**config.mk**
```make
export PLATFORM = sky130hd
export DESIGN_NAME = binconv_engine_flat
export DESIGN_NICKNAME = d
export VERILOG_FILES = /design/src/rtl/binconv_engine_pkg.sv /design/src/rtl/binconv_engine_if.sv /design/src/rtl/binconv_engine_row.sv /design/src/rtl/binconv_engine.sv /design/src/flat_wrapper.sv
export SDC_FILE = /design/constraint.sdc
export NUM_CORES = 1
export LEC_CHECK = 0
export BUFFER_PORTS_ARGS = -buffer_cell sky130_fd_sc_hd__buf_2
export CELL_PAD_IN_SITES_DETAIL_PLACEMENT = 0
export CELL_PAD_IN_SITES_GLOBAL_PLACEMENT = 2
export CORE_ASPECT_RATIO = 0.9
export CORE_MARGIN = 2
export CORE_UTILIZATION = 35
export CTS_BUF_LIST = sky130_fd_sc_hd__clkbuf_8
export CTS_CLUSTER_SIZE = 30
export DETAILED_ROUTE_END_ITERATION = 12
export PLACE_DENSITY = 0.87
export SYNTH_ARGS = -nofsm -noshare
export SYNTH_HDL_FRONTEND = slang
export SYNTH_SLANG_ARGS = --single-unit
```
**constraint.sdc**
```tcl
create_clock -name clk -period 6 [get_ports clk]
set_input_delay 1.2 -clock clk [delete_from_list [all_inputs] [get_ports clk]]
set_output_delay 1.2 -clock clk [all_outputs]
set_load 0.02 [all_outputs]
```
**src/rtl/binconv_engine_pkg.sv**
```systemverilog
// Shared types and elaboration helpers for the binary-convolution engine.
// Holds the FSM encoding, popcount sizing and parameter legality rule.
package binconv_pkg;

   typedef enum logic [2:0] {
      S_IDLE,
      S_DIM,
      S_FILL,
      S_STREAM,
      S_SKIP,
      S_DONE
   } state_e;

   function automatic int pc_width(input int k);
      return $clog2(k * k + 1);
   endfunction

   function automatic bit params_legal(input int data_w, input int k);
      return (k >= 3) && ((k % 2) == 1) && ((k * k) <= data_w);
   endfunction

endpackage

```
**src/rtl/binconv_engine_if.sv**
```systemverilog
// Memory-side bus of the engine: start/busy, image read, kernel read, row write.
// master = engine, slave = memories/host.
interface binconv_engine_if #(
   parameter int DATA_W = 16,
   parameter int ADDR_W = 12
);
   logic              dut_run;
   logic              dut_busy;
   logic [ADDR_W-1:0] dut_sram_read_address;
   logic [DATA_W-1:0] sram_dut_read_data;
   logic [ADDR_W-1:0] dut_wmem_read_address;
   logic [DATA_W-1:0] wmem_dut_read_data;
   logic [ADDR_W-1:0] dut_sram_write_address;
   logic [DATA_W-1:0] dut_sram_write_data;
   logic              dut_sram_write_enable;

   modport master (
      input  dut_run, sram_dut_read_data, wmem_dut_read_data,
      output dut_busy, dut_sram_read_address, dut_wmem_read_address,
      output dut_sram_write_address, dut_sram_write_data, dut_sram_write_enable
   );

   modport slave (
      output dut_run, sram_dut_read_data, wmem_dut_read_data,
      input  dut_busy, dut_sram_read_address, dut_wmem_read_address,
      input  dut_sram_write_address, dut_sram_write_data, dut_sram_write_enable
   );
endinterface

```
**src/rtl/binconv_engine_row.sv**
```systemverilog
// Combinational XNOR-popcount of one K-row window across all columns.
// Columns beyond N-K (or every column when N<K) are forced to 0.
module binconv_row
   import binconv_pkg::*;
#(
   parameter int DATA_W = 16,
   parameter int K      = 3,
   parameter int THRESH = (K * K + 1) / 2,
   parameter int CNT_W  = $clog2(DATA_W + 1)
) (
   input  logic [DATA_W-1:0] rows_i [K],
   input  logic [DATA_W-1:0] kern_i,
   input  logic [CNT_W-1:0]  n_i,
   output logic [DATA_W-1:0] row_o
);
   localparam int PC_W  = pc_width(K);
   localparam int EXT_W = DATA_W + K - 1;

   logic [EXT_W-1:0] ext [K];
   logic [PC_W-1:0]  pc;

   always_comb begin
      row_o = '0;
      pc    = '0;
      // Zero-extend so the window never indexes past the row for masked columns.
      for (int r = 0; r < K; r++) begin
         ext[r] = {{(K-1){1'b0}}, rows_i[r]};
      end
      for (int c = 0; c < DATA_W; c++) begin
         pc = '0;
         for (int r = 0; r < K; r++) begin
            for (int k = 0; k < K; k++) begin
               if (ext[r][c+k] ~^ kern_i[r*K+k]) begin
                  pc = pc + PC_W'(1);
               end
            end
         end
         if (((c + K) <= int'(n_i)) && (pc >= PC_W'(THRESH))) begin
            row_o[c] = 1'b1;
         end
      end
   end

   if (K * K < DATA_W) begin : g_kern_hi
      logic unused_kern_hi;
      assign unused_kern_hi = ^kern_i[DATA_W-1:K*K];
   end

endmodule

```
**src/rtl/binconv_engine.sv**
```systemverilog
// Binary-convolution engine: sequences images from SRAM, one output row per streamed row.
// Read addresses advance every busy cycle; the dimension word costs one row-less cycle.
module binconv_engine
   import binconv_pkg::*;
#(
   parameter int DATA_W = 16,
   parameter int ADDR_W = 12,
   parameter int K      = 3,
   parameter int THRESH = (K * K + 1) / 2
) (
   input  logic             clk,
   input  logic             reset_b,
   binconv_engine_if.master bus
);
   localparam int CNT_W = $clog2(DATA_W + 1);

   if (!params_legal(DATA_W, K)) begin : g_bad_params
      $error("binconv_engine: K must be odd, >= 3, and K*K <= DATA_W");
   end

   state_e            state_q, state_d;
   logic              dim_wait_q, dim_wait_d;
   logic [ADDR_W-1:0] rd_ptr_q, rd_ptr_d;
   logic [ADDR_W-1:0] wr_ptr_q, wr_ptr_d;
   logic [ADDR_W-1:0] wt_ptr_q, wt_ptr_d;
   logic [CNT_W-1:0]  n_q, n_d;
   logic [CNT_W-1:0]  row_q, row_d;
   logic [DATA_W-1:0] kern_q, kern_d;
   logic [DATA_W-1:0] lb_q [K];
   logic [DATA_W-1:0] lb_d [K];
   logic              wr_en_q, wr_en_d;
   logic [DATA_W-1:0] rd_dat;
   logic [DATA_W-1:0] row_dat;

   assign rd_dat = bus.sram_dut_read_data;

   binconv_row #(
      .DATA_W (DATA_W),
      .K      (K),
      .THRESH (THRESH),
      .CNT_W  (CNT_W)
   ) u_row (
      .rows_i (lb_q),
      .kern_i (kern_q),
      .n_i    (n_q),
      .row_o  (row_dat)
   );

   always_comb begin
      state_d    = state_q;
      dim_wait_d = dim_wait_q;
      rd_ptr_d   = rd_ptr_q;
      wr_ptr_d   = wr_ptr_q;
      wt_ptr_d   = wt_ptr_q;
      n_d        = n_q;
      row_d      = row_q;
      kern_d     = kern_q;
      lb_d       = lb_q;
      wr_en_d    = 1'b0;

      if (wr_en_q) begin
         wr_ptr_d = wr_ptr_q + ADDR_W'(1);
      end

      case (state_q)
         S_IDLE: begin
            if (bus.dut_run) begin
               state_d    = S_DIM;
               dim_wait_d = 1'b1;
               rd_ptr_d   = '0;
               wr_ptr_d   = '0;
               wt_ptr_d   = '0;
            end
         end
         S_DIM: begin
            // First DIM of a run waits one cycle for address 0 to return data.
            if (dim_wait_q) begin
               dim_wait_d = 1'b0;
               rd_ptr_d   = rd_ptr_q + ADDR_W'(1);
            end else begin
               row_d = '0;
               n_d   = rd_dat[CNT_W-1:0];
               for (int j = 0; j < K; j++) begin
                  lb_d[j] = '0;
               end
               if (rd_dat > DATA_W'(DATA_W)) begin
                  state_d  = S_DONE;
                  rd_ptr_d = '0;
               end else if (rd_dat < DATA_W'(K)) begin
                  // Row 0 is already in flight; jumping by N lands on the next dimension word.
                  state_d  = S_SKIP;
                  rd_ptr_d = rd_ptr_q + ADDR_W'(rd_dat[CNT_W-1:0]);
               end else begin
                  state_d  = S_FILL;
                  rd_ptr_d = rd_ptr_q + ADDR_W'(1);
               end
            end
         end
         S_FILL, S_STREAM: begin
            rd_ptr_d = rd_ptr_q + ADDR_W'(1);
            row_d    = row_q + CNT_W'(1);
            for (int j = 0; j < K - 1; j++) begin
               lb_d[j] = lb_q[j+1];
            end
            lb_d[K-1] = rd_dat;
            if (state_q == S_FILL) begin
               if (row_q == '0) begin
                  kern_d = bus.wmem_dut_read_data;
               end
               if (row_q == CNT_W'(K - 2)) begin
                  state_d = S_STREAM;
               end
            end else begin
               wr_en_d = 1'b1;
               if (row_q == n_q - CNT_W'(1)) begin
                  state_d  = S_DIM;
                  wt_ptr_d = wt_ptr_q + ADDR_W'(1);
               end
            end
         end
         S_SKIP: begin
            state_d  = S_DIM;
            rd_ptr_d = rd_ptr_q + ADDR_W'(1);
            wt_ptr_d = wt_ptr_q + ADDR_W'(1);
         end
         S_DONE: begin
            state_d  = S_IDLE;
            rd_ptr_d = '0;
            wr_ptr_d = '0;
            wt_ptr_d = '0;
         end
         default: state_d = S_IDLE;
      endcase
   end

   always_ff @(posedge clk) begin
      if (!reset_b) begin
         state_q    <= S_IDLE;
         dim_wait_q <= 1'b0;
         rd_ptr_q   <= '0;
         wr_ptr_q   <= '0;
         wt_ptr_q   <= '0;
         n_q        <= '0;
         row_q      <= '0;
         kern_q     <= '0;
         wr_en_q    <= 1'b0;
         for (int j = 0; j < K; j++) begin
            lb_q[j] <= '0;
         end
      end else begin
         state_q    <= state_d;
         dim_wait_q <= dim_wait_d;
         rd_ptr_q   <= rd_ptr_d;
         wr_ptr_q   <= wr_ptr_d;
         wt_ptr_q   <= wt_ptr_d;
         n_q        <= n_d;
         row_q      <= row_d;
         kern_q     <= kern_d;
         wr_en_q    <= wr_en_d;
         lb_q       <= lb_d;
      end
   end

   assign bus.dut_busy               = (state_q != S_IDLE) && (state_q != S_DONE);
   assign bus.dut_sram_read_address  = rd_ptr_q;
   assign bus.dut_wmem_read_address  = wt_ptr_q;
   assign bus.dut_sram_write_address = wr_ptr_q;
   assign bus.dut_sram_write_enable  = wr_en_q;
   assign bus.dut_sram_write_data    = wr_en_q ? row_dat : '0;

endmodule

```
**src/flat_wrapper.sv**
```systemverilog
// flat-port wrapper written by rule: the top's interface ports become plain ports
module binconv_engine_flat import binconv_pkg::*;
#(
   parameter int DATA_W = 16,
   parameter int ADDR_W = 12,
   parameter int K      = 3,
   parameter int THRESH = (K * K + 1) / 2
)
  (clk, reset_b, bus_dut_run, bus_sram_dut_read_data, bus_wmem_dut_read_data, bus_dut_busy, bus_dut_sram_read_address, bus_dut_wmem_read_address, bus_dut_sram_write_address, bus_dut_sram_write_data, bus_dut_sram_write_enable);
  binconv_engine_if #(.DATA_W(DATA_W), .ADDR_W(ADDR_W)) bus_i ();
  input  logic clk;
  input  logic reset_b;
  input wire logic [$bits(bus_i.dut_run)-1:0] bus_dut_run;
  input wire logic [$bits(bus_i.sram_dut_read_data)-1:0] bus_sram_dut_read_data;
  input wire logic [$bits(bus_i.wmem_dut_read_data)-1:0] bus_wmem_dut_read_data;
  output wire logic [$bits(bus_i.dut_busy)-1:0] bus_dut_busy;
  output wire logic [$bits(bus_i.dut_sram_read_address)-1:0] bus_dut_sram_read_address;
  output wire logic [$bits(bus_i.dut_wmem_read_address)-1:0] bus_dut_wmem_read_address;
  output wire logic [$bits(bus_i.dut_sram_write_address)-1:0] bus_dut_sram_write_address;
  output wire logic [$bits(bus_i.dut_sram_write_data)-1:0] bus_dut_sram_write_data;
  output wire logic [$bits(bus_i.dut_sram_write_enable)-1:0] bus_dut_sram_write_enable;
  assign bus_i.dut_run = bus_dut_run;
  assign bus_i.sram_dut_read_data = bus_sram_dut_read_data;
  assign bus_i.wmem_dut_read_data = bus_wmem_dut_read_data;
  assign bus_dut_busy = bus_i.dut_busy;
  assign bus_dut_sram_read_address = bus_i.dut_sram_read_address;
  assign bus_dut_wmem_read_address = bus_i.dut_wmem_read_address;
  assign bus_dut_sram_write_address = bus_i.dut_sram_write_address;
  assign bus_dut_sram_write_data = bus_i.dut_sram_write_data;
  assign bus_dut_sram_write_enable = bus_i.dut_sram_write_enable;
  binconv_engine #(.DATA_W(DATA_W), .ADDR_W(ADDR_W), .K(K), .THRESH(THRESH)) u_core (.clk(clk), .reset_b(reset_b), .bus(bus_i));
endmodule
```
==> flow_summary.yaml, run 1 <==
outcome:
  outcome: "finished with violations"
  violations: "setup timing"
timing:
  rsz0062_at_grt: "yes"
  fin_skew_ns: 0.0222
  setup_viol: 16
  fmax_mhz: 160
  fin_ws_ns: -0.245
  relSlewSlack: 0.345
  hold_viol_final: 0
  period_share: 1.04
  whs_ns: 0.507
  fin_crit_ns: 6.25
  tightest_slew_ns: 0.983
  slew_violations: 0
routing:
  wirelength_um: 50300
  wl_met3_um: 1330
  num_vias: 16132
  drtIter0Drc: 864
  drc: 0
  dr.pass1.iters: 5
  wl_per_cell_um: 16.3
  met2_wirelength_um: 24200
  vias_per_cell: 5.23
  final_antenna_net_count: 0
  wl_met1_um: 23500
  maxUsedRoutingLayer: "met4"
setup_path:
  crit_buf_inv: 6
  critPathMaxStageDelay_ns: 0.41
  path_delay_family: "adder cells"
  r2r_end: "u_core.bus.dut_wmem_read_address[7]$_SDFFE_PN0P_"
  critPathRequiredTime_ns: 4.80
  crit_path_start_kind: "flip-flop"
  critPathMostFrequentCell: "ha_1"
  crit_fanout: 5
  slowest_stage: "dfxtp_4"
  worstSetupEndpointType: "output port"
  crit_type: "flip-flop to output port"
  r2r_slack_ns: 2.86
  rr_startpoint: "u_core.n_q[0]$_SDFFE_PN0P_"
  cp.arrival_ns: 5.05
  reg2reg_depth: 10
synth:
  synth_flop_cell: "dfxtp_1"
  synth_top_area_share: 0.190
  synth.distinct_cells: 76
  yosys-top-cells-area: "xnor2_1 19%, dfxtp_1 13%, ha_1 11%, xor2_1 9.4%, nand2_1 5.8%"
  yosysSeqAreaShare: 0.130
  syn_area_mm2: 0.0167
  yosys.area.top_type: "xnor2_1"
  ys_warn_count: 0
  syn_avg_cell_area_um2: 7.53
  syn_inst: 2215
  synth.ff_latch_count: 108
  synth_edf_count: 0
  postSynth.asyncResetShare: 0
  synth_fp_nets: 2393
pwr:
  p_sw_w: 0.000436
  intPower_w: 0.000941
  vdd_drop_max_uv: 99.1
  pwr-share-comb: 0.098
  p_per_area_mw_per_mm2: 62.4
  pwr-share-seq: 0.537
  p_clk_frac: 0.365
  p_sw_frac: 0.317
  p_total_w: 0.00138
  p_leak_nw: 9.08
global_route:
  grt_pass1_vias: 15576
  grt-ovfl-total: 0
  grt_pass1_wl_um: 79900
  antenna_found_initial: 1
  grt_max_degree: 58
  grt_usage: 0.198
min_path:
  worstHoldPathCells: 2
  hold_class: "flip-flop to flip-flop"
  min-delay-start: "u_core.bus.dut_wmem_read_address[5]$_SDFFE_PN0P_"
  holdPathEnd: "u_core.bus.dut_wmem_read_address[5]$_SDFFE_PN0P_"
clocking:
  clock_sink_count: 108
  cts_tree: "yes"
  cts_buffers: 9
  htreeDepth: 3
  clk-insertion-delay-late_ns: 0.41
  clk_path_buf_depth: 2
  clock-root-buffer: "clkbuf_8"
  cts.clk_slew.worst_paths_ns: 0.14
  postCtsHoldBufs: 0
floorplan:
  die-area_mm2: 0.0494
  core_area_mm2: 0.0468
  io_pins: 89
  initial_core_util: 0.356
  rows: 75
  die_w_um: 234
  die-height_um: 211
flow_run:
  max_cap_violations: 0
cells_and_area:
  num_antenna_cells: 0
  fin_nets: 2640
  syn2layout_area_growth_pct: 32.5
  layout-drive-gt1-share: 0.285
  fin_util: 0.472
placed_design:
  port_buffers: 81
  dpl.hpwl_um: 36000
  gp_congestion: 0.868
[area by class of cell]
type                            count  area, um^2
Fill cell                        4463       24700
Multi-Input combinational cell   1905       15800
Timing Repair Buffer              356        2770
Sequential cell                   108        2180
Tap cell                          616         771
Inverter                           82         308
Clock buffer                        9         124
Clock inverter                      7        91.3
[metal layers]
| layer | up-vias | GRT usage |
|---|---|---|
| met5 | - | 0 |
| met4 | 0 | 0.0557 |
| met3 | 67 | 0.0186 |
| met2 | 222 | 0.338 |
| met1 | 7762 | 0.264 |
| li1 | 8081 | - |
[power groups by stage]
stage	sequential [W]	clock, W	combinational (W)
after CTS	0.000740	0.000518	0.000135
after global placement	0.000757	0	0.000132
final	0.000740	0.000503	0.000134
after global routing	0.000742	0.000545	0.000149
after floorplan	0.000748	0	0.0000917
after detailed placement	0.000757	0	0.000133
[how the worst max path moves through the flow]
stage,end,slack [ns],cells past startpoint,startpoint
final,bus_dut_sram_write_data[15],-0.25,25,u_core.kern_q[0]$_SDFFE_PN0P_
after global placement,bus_dut_sram_write_data[0],-0.05,23,u_core.kern_q[1]$_SDFFE_PN0P_
after detailed placement,bus_dut_sram_write_data[15],-0.17,22,u_core.kern_q[2]$_SDFFE_PN0P_
after global routing,bus_dut_sram_write_data[15],-0.51,25,u_core.kern_q[0]$_SDFFE_PN0P_
after floorplan,bus_dut_sram_write_data[15],0.002,22,u_core.kern_q[0]$_SDFFE_PN0P_
after CTS,bus_dut_sram_write_data[15],-0.30,24,u_core.kern_q[0]$_SDFFE_PN0P_
[cell usage after synthesis (all sizes together), types with 3 or more instances]
cell type    n
o211a        5
nand4b       4
nor4        10
xnor3        8
o221ai       6
ha         142
a22oi       11
nand2      257
a211o        3
and2         5
mux2i       22
a221oi       8
nand4       23
o22ai       19
o31ai       20
o21ai       86
or2          5
and3        22
a22o         3
o211ai      17
a21boi      56
nand3      106
a21o         7
a31oi       34
o32ai       13
nand3b      10
o2111ai      4
nor2b       33
buf         33
clkbuf      87
dfxtp      108
nand2b      20
or3          8
nor2       169
a21oi      105
inv         82
nor3        32
o21a         9
xor2       186
o311ai       4
nor3b        6
mux2        18
xnor2      377
[worst register-to-register path, stage by stage (launching register included)]
cell	delay, ns
dfxtp_1	0.64
inv_1	0.17
ha_1	0.34
xnor2_1	0.13
a21oi_1	0.12
o2111ai_1	0.12
a211o_1	0.31
o22ai_1	0.48
nand4_1	0.30
or3_1	0.38
a21oi_1	0.13
[layout by cell type (no fill, tap or decap), types with 12 or more instances in the layout]
| master | Yosys | final |
|---|---|---|
| inv_1 | 82 | 60 |
| nor2_1 | 169 | 155 |
| o22ai_1 | 19 | 13 |
| buf_2 | 18 | 65 |
| and3_1 | 22 | 22 |
| nand2_1 | 257 | 254 |
| nor2b_1 | 33 | 29 |
| o211ai_1 | 17 | 17 |
| buf_4 | 3 | 253 |
| xor2_4 | 5 | 18 |
| o21ai_1 | 2 | 13 |
| inv_2 | 0 | 22 |
| xnor2_1 | 361 | 306 |
| buf_6 | 1 | 24 |
| xor2_1 | 179 | 151 |
| a21boi_0 | 56 | 56 |
| o21ai_0 | 84 | 62 |
| nand3_1 | 106 | 104 |
| mux2i_1 | 22 | 21 |
| nor3_1 | 32 | 26 |
| ha_4 | 0 | 31 |
| nand4_1 | 23 | 23 |
| a21oi_1 | 105 | 84 |
| xor2_2 | 2 | 17 |
| o32ai_1 | 13 | 12 |
| xnor2_2 | 15 | 53 |
| xnor2_4 | 1 | 18 |
| mux2_2 | 18 | 14 |
| ha_1 | 142 | 100 |
| a31oi_1 | 34 | 23 |
| a21oi_2 | 0 | 20 |
| dfxtp_1 | 108 | 97 |
[what timing repair did]
item	in CTS	in global routing
cloned	1	0
setup buffers	99	39
pin swaps	190	135
resized for setup	282	132
endpoints found under the setup margin	16	16
[flip-flops by register name, summed over array words and instances, names as in the netlist]
name,cells
u_core.state_q,3
u_core.kern_q,9
u_core.row_q,5
u_core.bus.dut_sram_write_enable,1
u_core.bus.dut_wmem_read_address,12
u_core.n_q,5
u_core.bus.dut_sram_read_address,12
u_core.lb_q,48
u_core.dim_wait_q,1
u_core.bus.dut_sram_write_address,12
[logic make-up after synthesis]
group | count (synthesis) | synth area share
compound gates | 430 | 0.167
xor+xnor | 573 | 0.324
fa+ha+maj | 144 | 0.108
buf+inv | 202 | 0.0480
flops | 108 | 0.130
mux | 40 | 0.0254
simple gates | 718 | 0.198
[stage by stage]
stage | instances | worst slack (ns) | instance area [um^2] | TNS (ns)
6_report | 3083 | -0.245 | 22100 | -2.09
5_1_grt | 3083 | -0.508 | 22100 | -6.56
4_1_cts | 3046 | -0.298 | 21100 | -2.72
3_5_place_dp | 2930 | -0.172 | 18500 | -0.422
3_3_place_gp | 2930 | -0.0498 | 18500 | -0.0883
2_1_floorplan | 2215 | 0.00234 | 16700 | 0
No activity file was read; power rests on OpenSTA's default activity.
==> run 2: changes to the inputs <==
- CORE_MARGIN: 2 -> unset
==> flow_summary.yaml, run 2 (synthesized netlist as in run 1, its figures left out) <==
cells_and_area:
  largest_reg_flops: 48
  layout_common_cells: "307 x xnor2_1, 250 x nand2_1, 245 x buf_4"
  fin_nets: 2630
  final_common_cell: "xnor2_1"
  num_antenna_cells: 0
  syn2layout_area_growth_pct: 32.5
  layout-drive-gt1-share: 0.290
  final_area_mm2: 0.0221
  top_register: "u_core.lb_q"
floorplan:
  core_area_mm2: 0.0468
  io_pins: 89
  initial_core_util: 0.356
  die-area_mm2: 0.0485
  die-height_um: 209
  rows: 75
  die_w_um: 232
clocking:
  clock_sink_count: 108
  cts.clk_slew.worst_paths_ns: 0.12
  clk-insertion-delay-late_ns: 0.41
  clk_path_buf_depth: 2
  clock-root-buffer: "clkbuf_8"
  htreeDepth: 3
  cts_buffers: 9
  cts_tree: "yes"
setup_path:
  reg2reg_depth: 10
  crit_fanout: 5
  r2r_slack_ns: 2.85
  endpoint: "bus_dut_sram_write_data[14]"
  rr_startpoint: "u_core.n_q[0]$_SDFFE_PN0P_"
  r2r_end: "u_core.bus.dut_wmem_read_address[5]$_SDFFE_PN0P_"
  worstSetupEndpointType: "output port"
  crit_path_start_kind: "flip-flop"
  crit_start: "u_core.kern_q[1]$_SDFFE_PN0P_"
  crit_type: "flip-flop to output port"
  critPathRequiredTime_ns: 4.80
  cp.arrival_ns: 5.09
placed_design:
  port_buffers: 81
  place_area_mm2: 0.0185
  dpl.hpwl_um: 36100
  gp_congestion: 0.883
  dpl_worst_slack_ns: -0.139
timing:
  period_share: 1.05
  slew_violations: 0
  relSlewSlack: 0.288
  fin_ws_ns: -0.290
  rsz0062_at_grt: "yes"
  hold_viol_final: 0
  fin_skew_ns: 0.0138
  fmax_mhz: 159
  fin_crit_ns: 6.29
  setup_viol: 15
  tightest_slew_ns: 1.06
pwr:
  p_sw_frac: 0.295
  pwr-share-seq: 0.540
  vdd_drop_max_uv: 112
  p_sw_w: 0.000405
  p_per_area_mw_per_mm2: 62.0
  intPower_w: 0.000965
  pwr-share-comb: 0.100
  p_clk_frac: 0.360
  p_leak_nw: 8.99
  p_total_w: 0.00137
routing:
  drtIter0Drc: 993
  dr.pass1.iters: 5
  wl_per_cell_um: 16.6
  drc: 0
  vias_per_cell: 5.25
  num_vias: 16144
  wirelength_um: 51100
  final_antenna_net_count: 0
min_path:
  hold_class: "flip-flop to flip-flop"
  min-delay-start: "u_core.bus.dut_wmem_read_address[7]$_SDFFE_PN0P_"
global_route:
  grt_pass1_wl_um: 79800
  grt_usage: 0.203
  antenna_found_initial: 1
  grt-ovfl-total: 0
  grt_max_degree: 72
  grt_pass1_vias: 15408
flow_run:
  max_cap_violations: 0
outcome:
  outcome: "finished with violations"
  violations: "setup timing"
## run 2: cell count changes in the layout (fill, tap and decap cells not counted), sizes merged
cell,previous run,this run
bufinv,0,1
clkinv,4,2
clkinvlp,0,1
buf,356,346
## run 2: what timing repair did
item / CTS / global route
gates cloned: 2 / 0
setup endpoints to repair: 16 / 16
hold buffers: 0 / 0
buffers inserted: 82 / 36
resized for setup: 282 / 159
pin swaps: 181 / 165
## run 2: final cells by class
type                            instances  area, um^2
Clock buffer                            9         124
Clock inverter                          7        75.1
Fill cell                            4454       24700
Inverter                               82         313
Multi-Input combinational cell       1905       16000
Sequential cell                       108        2190
Tap cell                              616         771
Timing Repair Buffer                  346        2660
## run 2: metrics by stage
step | TNS, ns | instances | hold WS, ns | utilization
4_1_cts | -3.31 | 3039 | 0.520 | 0.447
2_1_floorplan | 0 | 2215 | 0.466 | -
3_3_place_gp | -0.163 | 2939 | 0.482 | 0.396
3_5_place_dp | -0.408 | 2939 | 0.494 | 0.396
6_report | -2.19 | 3073 | 0.519 | 0.472
5_1_grt | -6.96 | 3073 | 0.565 | 0.472
## run 2: how the worst min path moves through the flow
| stage | end | slack, ns | cells after the start |
|---|---|---|---|
| global placement | u_core.bus.dut_wmem_read_address[5]$_SDFFE_PN0P_ | 0.48 | 2 |
| global route | u_core.lb_q[32]$_SDFFE_PN0P_ | 0.57 | 2 |
| CTS | u_core.bus.dut_wmem_read_address[7]$_SDFFE_PN0P_ | 0.52 | 2 |
| finish | u_core.bus.dut_wmem_read_address[7]$_SDFFE_PN0P_ | 0.52 | 2 |
| floorplan | u_core.lb_q[32]$_SDFFE_PN0P_ | 0.47 | 2 |
| detailed placement | u_core.lb_q[32]$_SDFFE_PN0P_ | 0.49 | 2 |
## run 2: worst max-delay path, stage by stage, from the launching register on
cell	delay, ns
dfxtp_4	0.39
buf_12	0.16
xor2_4	0.18
inv_2	0.07
ha_4	0.30
xnor2_4	0.13
ha_4	0.23
xnor2_1	0.12
nor3_1	0.13
a31oi_1	0.06
o21a_1	0.15
ha_1	0.28
o21ai_1	0.06
a31oi_1	0.24
xnor2_1	0.10
a21oi_1	0.16
ha_2	0.20
nand2_2	0.06
xor2_2	0.17
xnor2_2	0.16
nor4_2	0.27
xor2_1	0.26
xnor2_2	0.13
a221oi_2	0.34
buf_4	0.19
buf_6	0.11
## run 2: metal layers
metal,global-route usage,routed length (um)
met1,0.270,23500
met2,0.346,24600
met3,0.0217,1780
met4,0.0565,1260
met5,0,13
## run 2: power by group through the flow
stage,sequential (W),clock (W),combinational (W)
floorplan,0.000748,0,0.0000917
finish,0.000739,0.000493,0.000138
CTS,0.000739,0.000509,0.000137
global placement,0.000757,0,0.000134
detailed placement,0.000757,0,0.000136
global route,0.000742,0.000536,0.000151
